## src/rtl/vendo_in_pkg.sv

```systemverilog
`default_nettype none
// +----------------------------------------------------------------------------+
// | vendo_in_pkg : shared constants, state type and priority helper for the     |
// |                vending-machine input conditioning front end.                |
// | Revision     : 1.0                                                          |
// +----------------------------------------------------------------------------+
package vendo_in_pkg;

   localparam int NUM_CH          = 4;

   // Channel index order is also the issue priority order (lowest wins).
   localparam int CH_P5           = 0;
   localparam int CH_P1           = 1;
   localparam int CH_SELA         = 2;
   localparam int CH_SELB         = 3;

   localparam int DB_CYCLES_DEF   = 16;
   localparam int SYNC_STAGES_DEF = 2;

   typedef enum logic [0:0] {
      ST_IDLE   = 1'b0,
      ST_ACTIVE = 1'b1
   } issue_state_e;

   // One-hot pick of the lowest-index (highest-priority) set bit.
   function automatic logic [NUM_CH-1:0] prio_pick(input logic [NUM_CH-1:0] req);
      logic [NUM_CH-1:0] pick;
      pick = '0;
      for (int i = NUM_CH - 1; i >= 0; i--) begin
         if (req[i]) begin
            pick    = '0;
            pick[i] = 1'b1;
         end
      end
      return pick;
   endfunction

endpackage : vendo_in_pkg
`default_nettype wire

```

## src/rtl/vendo_db_ch.sv

```systemverilog
`default_nettype none
// +----------------------------------------------------------------------------+
// | vendo_db_ch : one input channel - synchroniser, debounce counter, stable    |
// |               value and single-cycle stable-rise indication.               |
// | Revision    : 1.0                                                          |
// +----------------------------------------------------------------------------+
module vendo_db_ch
   import vendo_in_pkg::*;
#(
   parameter int DB_CYCLES   = DB_CYCLES_DEF,
   parameter int SYNC_STAGES = SYNC_STAGES_DEF
) (
   input  logic clk,
   input  logic nrst,
   input  logic raw_i,
   output logic rise_o
);

   localparam int            CW       = $clog2(DB_CYCLES + 1);
   localparam logic [CW-1:0] CNT_LAST = CW'(DB_CYCLES - 1);

   logic [SYNC_STAGES-1:0] sync_q;
   logic                   synced;
   logic                   stable_q;
   logic                   stable_d;
   logic [CW-1:0]          cnt_q;
   logic [CW-1:0]          cnt_d;
   logic                   flip;

   assign synced = sync_q[SYNC_STAGES-1];

   always_ff @(posedge clk) begin
      if (nrst) begin
         sync_q   <= '0;
         stable_q <= 1'b0;
         cnt_q    <= '0;
      end else begin
         sync_q   <= {sync_q[SYNC_STAGES-2:0], raw_i};
         stable_q <= stable_d;
         cnt_q    <= cnt_d;
      end
   end

   // The flip happens on the DB_CYCLES-th consecutive differing cycle.
   always_comb begin
      cnt_d    = '0;
      stable_d = stable_q;
      flip     = 1'b0;
      if (synced != stable_q) begin
         if (cnt_q == CNT_LAST) begin
            flip     = 1'b1;
            stable_d = ~stable_q;
         end else begin
            cnt_d = cnt_q + 1'b1;
         end
      end
   end

   assign rise_o = flip & ~stable_q;

endmodule : vendo_db_ch
`default_nettype wire

```

## src/rtl/vendo_in_cond.sv

```systemverilog
`default_nettype none
// +----------------------------------------------------------------------------+
// | vendo_in_cond : debounced button/coin events handed to the vending FSM one  |
// |                 per divided-clock edge. VENDO_IN_DROP_EN: single action.    |
// | Revision      : 1.0                                                        |
// +----------------------------------------------------------------------------+
module vendo_in_cond
   import vendo_in_pkg::*;
#(
   parameter int DB_CYCLES   = DB_CYCLES_DEF,
   parameter int SYNC_STAGES = SYNC_STAGES_DEF
) (
   input  logic clk,
   input  logic nrst,
   input  logic div_clk,
   input  logic raw_sel_A,
   input  logic raw_sel_B,
   input  logic raw_p_1,
   input  logic raw_p_5,
   output logic sel_A,
   output logic sel_B,
   output logic p_1,
   output logic p_5,
   output logic busy
);

   logic [NUM_CH-1:0]      raw_vec;
   logic [NUM_CH-1:0]      rise;
   logic [NUM_CH-1:0]      grant;
   logic [NUM_CH-1:0]      pend_q;
   logic [NUM_CH-1:0]      pend_d;
   logic [NUM_CH-1:0]      out_q;
   logic [NUM_CH-1:0]      out_d;
   logic [SYNC_STAGES-1:0] div_sync_q;
   logic                   div_prev_q;
   logic                   div_rise;
   issue_state_e           state_q;
   issue_state_e           state_d;

   assign raw_vec[CH_P5]   = raw_p_5;
   assign raw_vec[CH_P1]   = raw_p_1;
   assign raw_vec[CH_SELA] = raw_sel_A;
   assign raw_vec[CH_SELB] = raw_sel_B;

   for (genvar gi = 0; gi < NUM_CH; gi++) begin : g_ch
      vendo_db_ch #(
         .DB_CYCLES   (DB_CYCLES),
         .SYNC_STAGES (SYNC_STAGES)
      ) u_db (
         .clk    (clk),
         .nrst   (nrst),
         .raw_i  (raw_vec[gi]),
         .rise_o (rise[gi])
      );
   end

   assign div_rise = div_sync_q[SYNC_STAGES-1] & ~div_prev_q;

   always_ff @(posedge clk) begin
      if (nrst) begin
         div_sync_q <= '0;
         div_prev_q <= 1'b0;
         state_q    <= ST_IDLE;
         out_q      <= '0;
         pend_q     <= '0;
      end else begin
         div_sync_q <= {div_sync_q[SYNC_STAGES-2:0], div_clk};
         div_prev_q <= div_sync_q[SYNC_STAGES-1];
         state_q    <= state_d;
         out_q      <= out_d;
         pend_q     <= pend_d;
      end
   end

   // A div_rise seen while still idle (the issuing edge) is deliberately ignored.
   always_comb begin
      state_d = state_q;
      out_d   = out_q;
      grant   = '0;
      case (state_q)
         ST_IDLE: begin
            if (|pend_q) begin
               grant   = prio_pick(pend_q);
               out_d   = grant;
               state_d = ST_ACTIVE;
            end
         end
         ST_ACTIVE: begin
            if (div_rise) begin
               out_d   = '0;
               state_d = ST_IDLE;
            end
         end
         default: begin
            out_d   = '0;
            state_d = ST_IDLE;
         end
      endcase
   end

`ifdef VENDO_IN_DROP_EN
   logic [NUM_CH-1:0] accept;

   always_comb begin
      accept = (state_q == ST_ACTIVE) ? '0 : rise;
      pend_d = prio_pick((pend_q & ~grant) | accept);
   end
`else
   // A press on the channel being issued re-arms its pend bit for a second event.
   always_comb begin
      pend_d = (pend_q & ~grant) | rise;
   end
`endif

   assign p_5   = out_q[CH_P5];
   assign p_1   = out_q[CH_P1];
   assign sel_A = out_q[CH_SELA];
   assign sel_B = out_q[CH_SELB];
   assign busy  = (state_q == ST_ACTIVE);

endmodule : vendo_in_cond
`default_nettype wire

```

## config.mk

```make
export PLATFORM = sky130hd
export DESIGN_NAME = vendo_in_cond
export DESIGN_NICKNAME = d
export VERILOG_FILES = /design/src/rtl/vendo_in_pkg.sv /design/src/rtl/vendo_db_ch.sv /design/src/rtl/vendo_in_cond.sv
export SDC_FILE = /design/constraint.sdc
export NUM_CORES = 1
export LEC_CHECK = 0
export CELL_PAD_IN_SITES_DETAIL_PLACEMENT = 0
export CELL_PAD_IN_SITES_GLOBAL_PLACEMENT = 2
export CORE_MARGIN = 2
export CORE_UTILIZATION = 38
export CTS_BUF_LIST = sky130_fd_sc_hd__clkbuf_4
export DETAILED_ROUTE_END_ITERATION = 16
export PLACE_DENSITY = 0.78
export SYNTH_ARGS = -nofsm -noshare
export SYNTH_HDL_FRONTEND = slang
export SYNTH_HIERARCHICAL = 1
export SYNTH_SLANG_ARGS = --single-unit
```

## constraint.sdc

```tcl
create_clock -name clk -period 1.9 [get_ports clk]
set_clock_uncertainty 0.2 [all_clocks]
set_input_delay 0.19 -clock clk [delete_from_list [all_inputs] [get_ports clk]]
set_output_delay 0.19 -clock clk [all_outputs]
set_load 0.02 [all_outputs]
```

==> reports/results.ini <==
[run_status]
status = completed

[setup_path]
cp_top_family = buffers and inverters
critPathMaxFanout = 10
worst-setup-path-type = reg -> out
cp_slowest_stage_delay_ns = 0.63
r2r_start = g_ch[3].u_db/cnt_q[0]
start_kind = flip-flop
crit_slowest_cell = clkdlybuf4s50_1
crit_arrival_ns = 1.44
startpoint = busy
crit_required_ns = 1.51
cp_cell_sequence = clkdlybuf4s50_1
endpoint_kind = output port
path_buf_inv = 1

[synth]
avgSynthCellArea_um2 = 9.88
ys_seq_elements = 44
synthesis.nets = 181
ys_seq_area_frac = 0.537
synthCells = 166
netlist_area_um2 = 1640
synthDominantCellAreaShare = 0.537
yosysTopAreaCell = dfxtp_1
yosysWarnings = 6
synth.distinct_cells = 27
synth_area_leaders = dfxtp_1 (54%), nor2_1 (6.6%), ha_1 (6.1%)

[sta]
drv_slew = 0
worst_slew_pin_slew_ns = 0.337
fmax_mhz = 547
post-route-period-util = 0.962
rsz0062_at_grt = no
hold_viol_final = 0
setup_tns_ns = 0
max-slew-margin-rel = 0.773
min_period_ns = 1.83
setup_violations = 0

[finish]
syn_to_final_growth_pct = 14.4
drive_gt1_frac = 0.0924
nNetsFinal = 199
final_cell_mix = dfxtp_1 (43), nor2_1 (29), nor2b_1 (13), a21oi_1 (11), clkdlybuf4s50_1 (11)
utilization = 0.459
fillers = 405
final_common_cell = dfxtp_1
antenna_cells = 0

[run]
maxCapViolCount = 0

[global_route]
grt_util_all_layers = 0.104
grt_antenna_before_repair = 0
grt_overflow = 0
grt_pass1_wl_um = 4000
grt_max_degree = 30
grt_pass1_vias = 971

[clocking]
cts_tree = done
postCtsSetupBuffers = 0
numCtsBuffers = 5
cts.sinks = 44
clk_path_buf_depth = 2
clkLatencyLatePin_ns = 0.35
clkTransAtPathRegs_ns = 0.11
clock-root-buffer = clkbuf_4
htree_levels = 2

[floorplanning]
die_area_um2 = 4860
start_util = 0.401
ioPinCount = 12
rows = 23
die_h_um = 69.7
dieWidth_um = 69.7
core_area_um2 = 4090

[route]
wl_um = 2310
drc_errors = 0
wl_per_cell_um = 9.88
drt_iter0_drc = 45
final_antenna_net_count = 0
drt-pass1-iter-count = 3
viasPerCell = 4.58
dr_total_vias = 1072

[worst_hold_path]
hp-start = div_clk
min_path_type = in -> reg

[power_and_ir_drop]
sw_frac_of_total = 0.208
p_int_mw = 1.11
seqPwrFrac = 0.670
p_per_area_nw_per_um2 = 749
clkPwrFrac = 0.297
power_switching_mw = 0.292
p_comb_frac = 0.033
power.leakage_nw = 0.707
ir_worst_vdd_v = 0.000461

[placement]
place_hpwl_um = 1630
port_buffers = 11
place_congestion = 0.670

path summary, 6_finish.rpt:
kind	end	slack (ns)	depth (start not counted)
worst min-delay path	div_sync_q[0]	0.18	2
worst max-delay path	busy	0.07	1
worst min register to register	g_ch[0].u_db/sync_q[1]	0.24	1
worst max register to register	g_ch[3].u_db/cnt_q[2]	0.18	5
flip-flops by register name, summed over array words and instances (netlist names):
signal / flops
out_q: 4
busy: 1
g_ch.u_db/cnt_q: 20
pend_q: 4
div_prev_q: 1
div_sync_q: 2
g_ch.u_db/stable_q: 4
g_ch.u_db/sync_q: 8
cell families (layout without fill, tap and decap cells):
group,after synthesis,after routing,share of synthesized area
DFF,44,44,0.537
and+or+nand+nor,72,72,0.244
xor gates and xnor gates,12,12,0.0641
buffers and inverters,12,30,0.0320
AOI/OAI and AO/OA,18,18,0.0618
adders and majority gates,8,8,0.0610
power groups by stage:
stage	Clock (mW)	Sequential, mW	Combinational, mW
floorplan	0	0.961	0.0216
global placement	0	0.962	0.0466
detailed placement	0	0.962	0.0474
CTS	0.447	0.941	0.0475
global route	0.483	0.944	0.0515
finish	0.418	0.941	0.0465
stage by stage:
step                instance area [um^2]  hold WS [ns]  total power, mW  instances  worst slack, ns
finish                              1880         0.183             1.41        234           0.0722
global route                        1880         0.171             1.48        234          0.00618
CTS                                 1880         0.165             1.44        234           0.0407
detailed placement                  1830         0.220             1.01        227            0.188
global placement                    1830         0.217             1.01        227            0.215
floorplan                           1640        0.0591            0.982        166            0.284
what timing repair did:
item                                    4_1_cts  5_1_grt
gates resized for setup                       1        0
endpoints found under the setup margin        1        0
hold buffers                                  0        0
hold endpoints to repair                      0        0
Yosys cell counts:
master and count:
a21oi_1 11, a21oi_2 1, a311oi_1 1, a31oi_1 1
and3_1 4, buf_6 1, clkbuf_1 1, dfxtp_1 44
ha_1 8, inv_1 10, nand2_1 4, nand2b_1 2
nand3_1 6, nand3b_1 2, nor2_1 29, nor2b_1 13
nor3b_1 1, nor4_2 1, o21ai_0 2, o21ai_1 1
o21bai_1 1, or2b_1 4, or3_1 1, or3_4 4
or4_4 1, xnor2_1 8, xor2_1 4
layout make-up:
cell class,count,area [um^2],area share
clock inverter,1,5.00,0.00267
clock buffer,6,45.0,0.0240
timing repair buffer,13,138,0.0733
sequential,44,882,0.470
multi-input combinational,110,707,0.377
inverter,10,37.5,0.0200
tap,50,62.6,0.0333
per-layer routing:
metal  GRT usage  wire, um  share of wire
met4      0.0705        78          0.034
met1       0.125      1140           0.49
met2       0.157      1010           0.44
met3      0.0349        83          0.036
met5           0         0              0
Power figures use the tool's default switching activity.
==> RTL change 1 (config.mk and constraints unchanged) <==
Set the package constant `DB_CYCLES_DEF` to 64 (it was 16).
--- a/src/rtl/vendo_in_pkg.sv
+++ b/src/rtl/vendo_in_pkg.sv
@@ -15,5 +15,5 @@
    localparam int CH_SELB         = 3;
 
-   localparam int DB_CYCLES_DEF   = 16;
+   localparam int DB_CYCLES_DEF   = 64;
    localparam int SYNC_STAGES_DEF = 2;
 
Check against the original RTL: same outputs for any inputs over 10 cycles, from zero or initial values and one cycle with nrst high; that may be too few to reach the edited logic, so the function may still have changed.
==> RTL change 1 against the unedited design <==
- worst setup slack improved by 89 ps
- combinational power up 14%
- sequential power increased by 18%
- synthesized area grew 22%
- power rose by 26%
- sequential cell count up 8
- routed wire length grew 42%
- design area rose by 21%
- critical path type unchanged
==> RTL change 1: results (changes against the unedited design) <==
| Metric | Value |
|---|---|
| Status | complete, no violations (unchanged) |
| Worst slack, placed | 258 ps (was 188 ps) |
| Post-Route WL | 3290 um (was 2310 um) |
| Placed cells | 290 (was 227) |
| Drt pass-1 iters | 4 (was 3) |
| Slack of the critical path | 161 ps (was 72.2 ps) |
| Max FO, Critical Path | 3 (was 10) |
| Fin nets | 238 (was 199) |
| Post-synth net total | 221 (was 181) |
| Reg2reg path depth | 4 (was 5) |
| Count of different cell masters after synthesis | 28 (was 27) |
| Num CTS Buffers | 5 (unchanged) |
| Top post-synthesis cells by count | dfxtp_1, nor2_1, inv_1 (was dfxtp_1, nor2_1, nor2b_1) |
| Layout cells sized above 1 | 7.46% (was 9.24%) |
| Arr. time, crit path | 1350 ps (was 1440 ps) |
| HPWL after DPL | 2390 um (was 1630 um) |
| Clock slew at reported path FFs | 150 ps (was 110 ps) |
| Top flop regs | g_ch.u_db/cnt_q x28, g_ch.u_db/sync_q x8 (was g_ch.u_db/cnt_q x20, g_ch.u_db/sync_q x8) |
| Vias in the first global route | 1,382 (was 971) |
| Post-Place Cell Area | 0.00220 sq mm (was 0.00183 sq mm) |
| Ant diodes | 0 (unchanged) |
| Worst IR drop on VDD | 0.284 mV (was 0.461 mV) |
| Post-Layout Cell Count | 298 (was 234) |
| GRT Total Usage | 12.7% (was 10.4%) |
| Mapped Cells | 210 (was 166) |
| Final GP Congestion | 0.732 (was 0.670) |
| Adder-cell share of the synthesized area | 2.51% (was 6.10%) |
| Post-synthesis xor/xnor area fraction | 7.02% (was 6.41%) |
| Leakage | 0.786 nW (was 0.707 nW) |
| Flop pwr share | 62.7% (was 67.0%) |
| Sw frac | 20.7% (was 20.8%) |
| Global-route wire length before repair | 6020 um (was 4000 um) |
| Critical path's largest stage delay | 610 ps (was 630 ps) |
| Skew-Pair Late Insertion Delay | 370 ps (was 350 ps) |
| Largest register FFs | 28 (was 20) |
| Compound-Gate Fraction of Synth Area | 10.8% (was 6.18%) |
| Initial drt markers | 57 (was 45) |
| Synth top area cells | dfxtp_1, nor2_1, xor2_1, nor2b_1, o211ai_1 (was dfxtp_1, nor2_1, ha_1, nor2b_1, xnor2_1) |
## RTL change 1: changes by cell type in the layout (fill, tap and decap cells not counted), moves of 8 or more
cell / delta
nand2_1: +8
o211ai_1: +8
dfxtp_1: +8
xor2_1: +8
## RTL change 1: power by group through the flow
stage | clock network [mW] | registers [mW] | logic, mW
floorplan | 0 | 1.13 | 0.0258
global placement | 0 | 1.13 | 0.0522
detailed placement | 0 | 1.13 | 0.0538
CTS | 0.643 | 1.11 | 0.0541
global route | 0.692 | 1.11 | 0.0608
finish | 0.608 | 1.11 | 0.0532
## RTL change 1: per-layer routing
| layer | vias to the layer above | global-route usage (%) | wire length (um) |
|---|---|---|---|
| met3 | 2 | 4.50 | 153 |
| li1 | 750 | - | - |
| met2 | 26 | 20.6 | 1540 |
| met1 | 680 | 15.2 | 1570 |
| met4 | 0 | 5.45 | 24 |
| met5 | - | 0 | 0 |
## RTL change 1: cell families after synthesis
group | count (synthesis)
compound gates | 34
flops | 52
fa+ha+maj | 4
buf+inv | 16
xor+xnor | 16
simple gates | 88
## RTL change 1: path summary, 6_finish.rpt
kind	from	end	slack, ps
worst max-delay path	out_q[0]	p_5	160
worst min register to register	g_ch[3].u_db/sync_q[0]	g_ch[3].u_db/sync_q[1]	250
worst max register to register	g_ch[1].u_db/cnt_q[0]	g_ch[1].u_db/cnt_q[3]	270
worst min-delay path	raw_p_1	g_ch[1].u_db/sync_q[0]	170
## RTL change 1: repair_timing
item                                    CTS  global route
resized for setup                         2             0
hold endpoints to repair                  0             0
endpoints found under the setup margin    1             0
## RTL change 1: cell type report
type	count	area, sq um
clock buffers	5	37.5
well taps	70	87.6
clock inverters	3	42.5
fillers	530	2800
repair buffers	12	129
flip-flops and latches	52	1040
multi-input cells	142	887
inverters	14	52.6
==> RTL change 2 (same settings) <==
Without the edit above. Register the inputs `raw_sel_A`, `raw_sel_B`, `raw_p_1` and `raw_p_5` before use, without a reset. The logic sees them one clock later.
--- a/src/rtl/vendo_in_cond.sv
+++ b/src/rtl/vendo_in_cond.sv
@@ -25,4 +25,16 @@
 );
 
+   logic raw_sel_A_q;
+   logic raw_sel_B_q;
+   logic raw_p_1_q;
+   logic raw_p_5_q;
+
+   always_ff @(posedge clk) begin
+      raw_sel_A_q <= raw_sel_A;
+      raw_sel_B_q <= raw_sel_B;
+      raw_p_1_q   <= raw_p_1;
+      raw_p_5_q   <= raw_p_5;
+   end
+
    logic [NUM_CH-1:0]      raw_vec;
    logic [NUM_CH-1:0]      rise;
@@ -38,8 +50,8 @@
    issue_state_e           state_d;
 
-   assign raw_vec[CH_P5]   = raw_p_5;
-   assign raw_vec[CH_P1]   = raw_p_1;
-   assign raw_vec[CH_SELA] = raw_sel_A;
-   assign raw_vec[CH_SELB] = raw_sel_B;
+   assign raw_vec[CH_P5]   = raw_p_5_q;
+   assign raw_vec[CH_P1]   = raw_p_1_q;
+   assign raw_vec[CH_SELA] = raw_sel_A_q;
+   assign raw_vec[CH_SELB] = raw_sel_B_q;
 
    for (genvar gi = 0; gi < NUM_CH; gi++) begin : g_ch
Check against the original RTL: no difference found for any inputs over 10 cycles, from zero or initial values and one cycle with nrst high; that may be too few to reach the edited logic, so the function may still have changed.
==> RTL change 2 against the unedited design <==
- design area rose by 4.1%
- via count rose by 3.9%
- cell count is 3.0% higher
- synthesized area is 4.0% higher
- highest routed layer unchanged
- largest power group unchanged
- critical path depth is the same
- power grew 7.3%
- routed wire length is 3.6% higher
- worst setup slack better by 70 ps
- sequential cell count rose by 4
==> RTL change 2: results (changes against the unedited design) <==
| Metric | Value |
|---|---|
| HPWL after DPL | 1770 um (was 1630 um) |
| Worst IR drop on VDD | 0.330 mV (was 0.461 mV) |
| Detail-routed via count per cell | 4.62 (was 4.58) |
| Hold Path End | raw_p_1_q (was div_sync_q[0]) |
| R2R Path Start | g_ch[0].u_db/cnt_q[0] (was g_ch[3].u_db/cnt_q[0]) |
| Hold path cells | 1 (was 2) |
| Worst slack, placed | 184 ps (was 188 ps) |
| Leakage | 0.743 nW (was 0.707 nW) |
| Post-Route WL | 2400 um (was 2310 um) |
| Final GP Congestion | 0.666 (was 0.670) |
| Status | complete, no violations (unchanged) |
| Fillers | 432 (was 405) |
| Vias in the first global route | 1,067 (was 971) |
| Hold_ws | 77.0 ps (was 183 ps) |
| Global-route wire length before repair | 4480 um (was 4000 um) |
| Register area share after synthesis | 56.3% (was 53.7%) |
| Fin nets | 203 (was 199) |
| Metal3 WL | 104 um (was 83 um) |
| Count of different cell masters after synthesis | 26 (was 27) |
| Met1 Wirelength | 1100 um (was 1140 um) |
| Top post-synthesis cells by count | dfxtp_1, nor2_1, nor2b_1 (unchanged) |
| Reg-to-Reg End | g_ch[0].u_db/cnt_q[3] (was g_ch[3].u_db/cnt_q[2]) |
| Drt pass-1 iters | 4 (was 3) |
| Slew margin rel. | 77.4% (was 77.3%) |
| Clock slew at reported path FFs | 130 ps (was 110 ps) |
| Worst hold start | raw_p_1 (was div_clk) |
| Synth top area cells | dfxtp_1, nor2_1, ha_1, nor2b_1, xnor2_1 (unchanged) |
| WL met2 | 1150 um (was 1010 um) |
| Max FO, Critical Path | 7 (was 10) |
| Tmin final | 1760 ps (was 1830 ps) |
| Layout cells sized above 1 | 7.94% (was 9.24%) |
| Post-Place Cell Area | 0.00190 sq mm (was 0.00183 sq mm) |
| Initial drt markers | 35 (was 45) |
| Post-synth net total | 185 (was 181) |
| GRT Total Usage | 11.1% (was 10.4%) |
| Critical path's largest stage delay | 610 ps (was 630 ps) |
RTL change 2: cell types whose count changed in the layout (fill, tap and decap cells not counted):
cell      before  now
a21oi_2        1    0
or4_1          0    1
clkbuf_4       6    5
a21oi_1       11   12
clkinv_1       0    1
dfxtp_1       43   47
or4_4          1    0
clkinv_2       1    2
RTL change 2: final cells by class:
cell class,instances,area (sq um),share of cell area [%]
Tap cell,52,65.1,3.33
Clock buffer,5,37.5,1.92
Inverter,10,37.5,1.92
Timing Repair Buffer,13,138,7.05
Sequential cell,48,962,49.3
Clock inverter,3,13.8,0.705
Multi-Input combinational cell,110,699,35.8
RTL change 2: per-stage QoR:
| stage | power [mW] | std cells |
|---|---|---|
| floorplan | 1.07 | 170 |
| global placement | 1.10 | 233 |
| detailed placement | 1.10 | 233 |
| CTS | 1.54 | 241 |
| global route | 1.58 | 241 |
| finish | 1.51 | 241 |
RTL change 2: repair_timing:
| item | in CTS | in global routing |
|---|---|---|
| setup endpoints to repair | 0 | 1 |
| resized for setup | 0 | 1 |
| hold endpoints to repair | 0 | 0 |
RTL change 2: kinds of logic after synthesis:
kind of cell	Yosys count	synth area share (%)
AOI/OAI and AO/OA	18	5.72
xor gates and xnor gates	12	6.16
adders and majority gates	8	5.87
buffers and inverters	12	2.71
DFF	48	56.3
and+or+nand+nor	72	23.2
RTL change 2: worst max path at each step:
stage	endpoint	cells after the start
2_1_floorplan	g_ch[0].u_db/cnt_q[2]	5
3_3_place_gp	g_ch[2].u_db/cnt_q[3]	5
3_5_place_dp	g_ch[0].u_db/cnt_q[3]	5
4_1_cts	busy	1
5_1_grt	busy	1
6_report	busy	1
RTL change 2: metal layers:
| layer | vias up | GRT usage (%) |
|---|---|---|
| met5 | - | 0 |
| met4 | 0 | 5.03 |
| met3 | 5 | 4.27 |
| met2 | 17 | 18.9 |
| met1 | 502 | 12.4 |
| li1 | 590 | - |
RTL change 2: where the power goes:
| part | leakage (nW) | switching, mW | internal [mW] |
|---|---|---|---|
| clock | 0.0324 | 0.294 | 0.136 |
| combinational | 0.319 | 0.0191 | 0.0276 |
| sequential | 0.391 | 0.00643 | 1.02 |
| total | 0.743 | 0.320 | 1.19 |
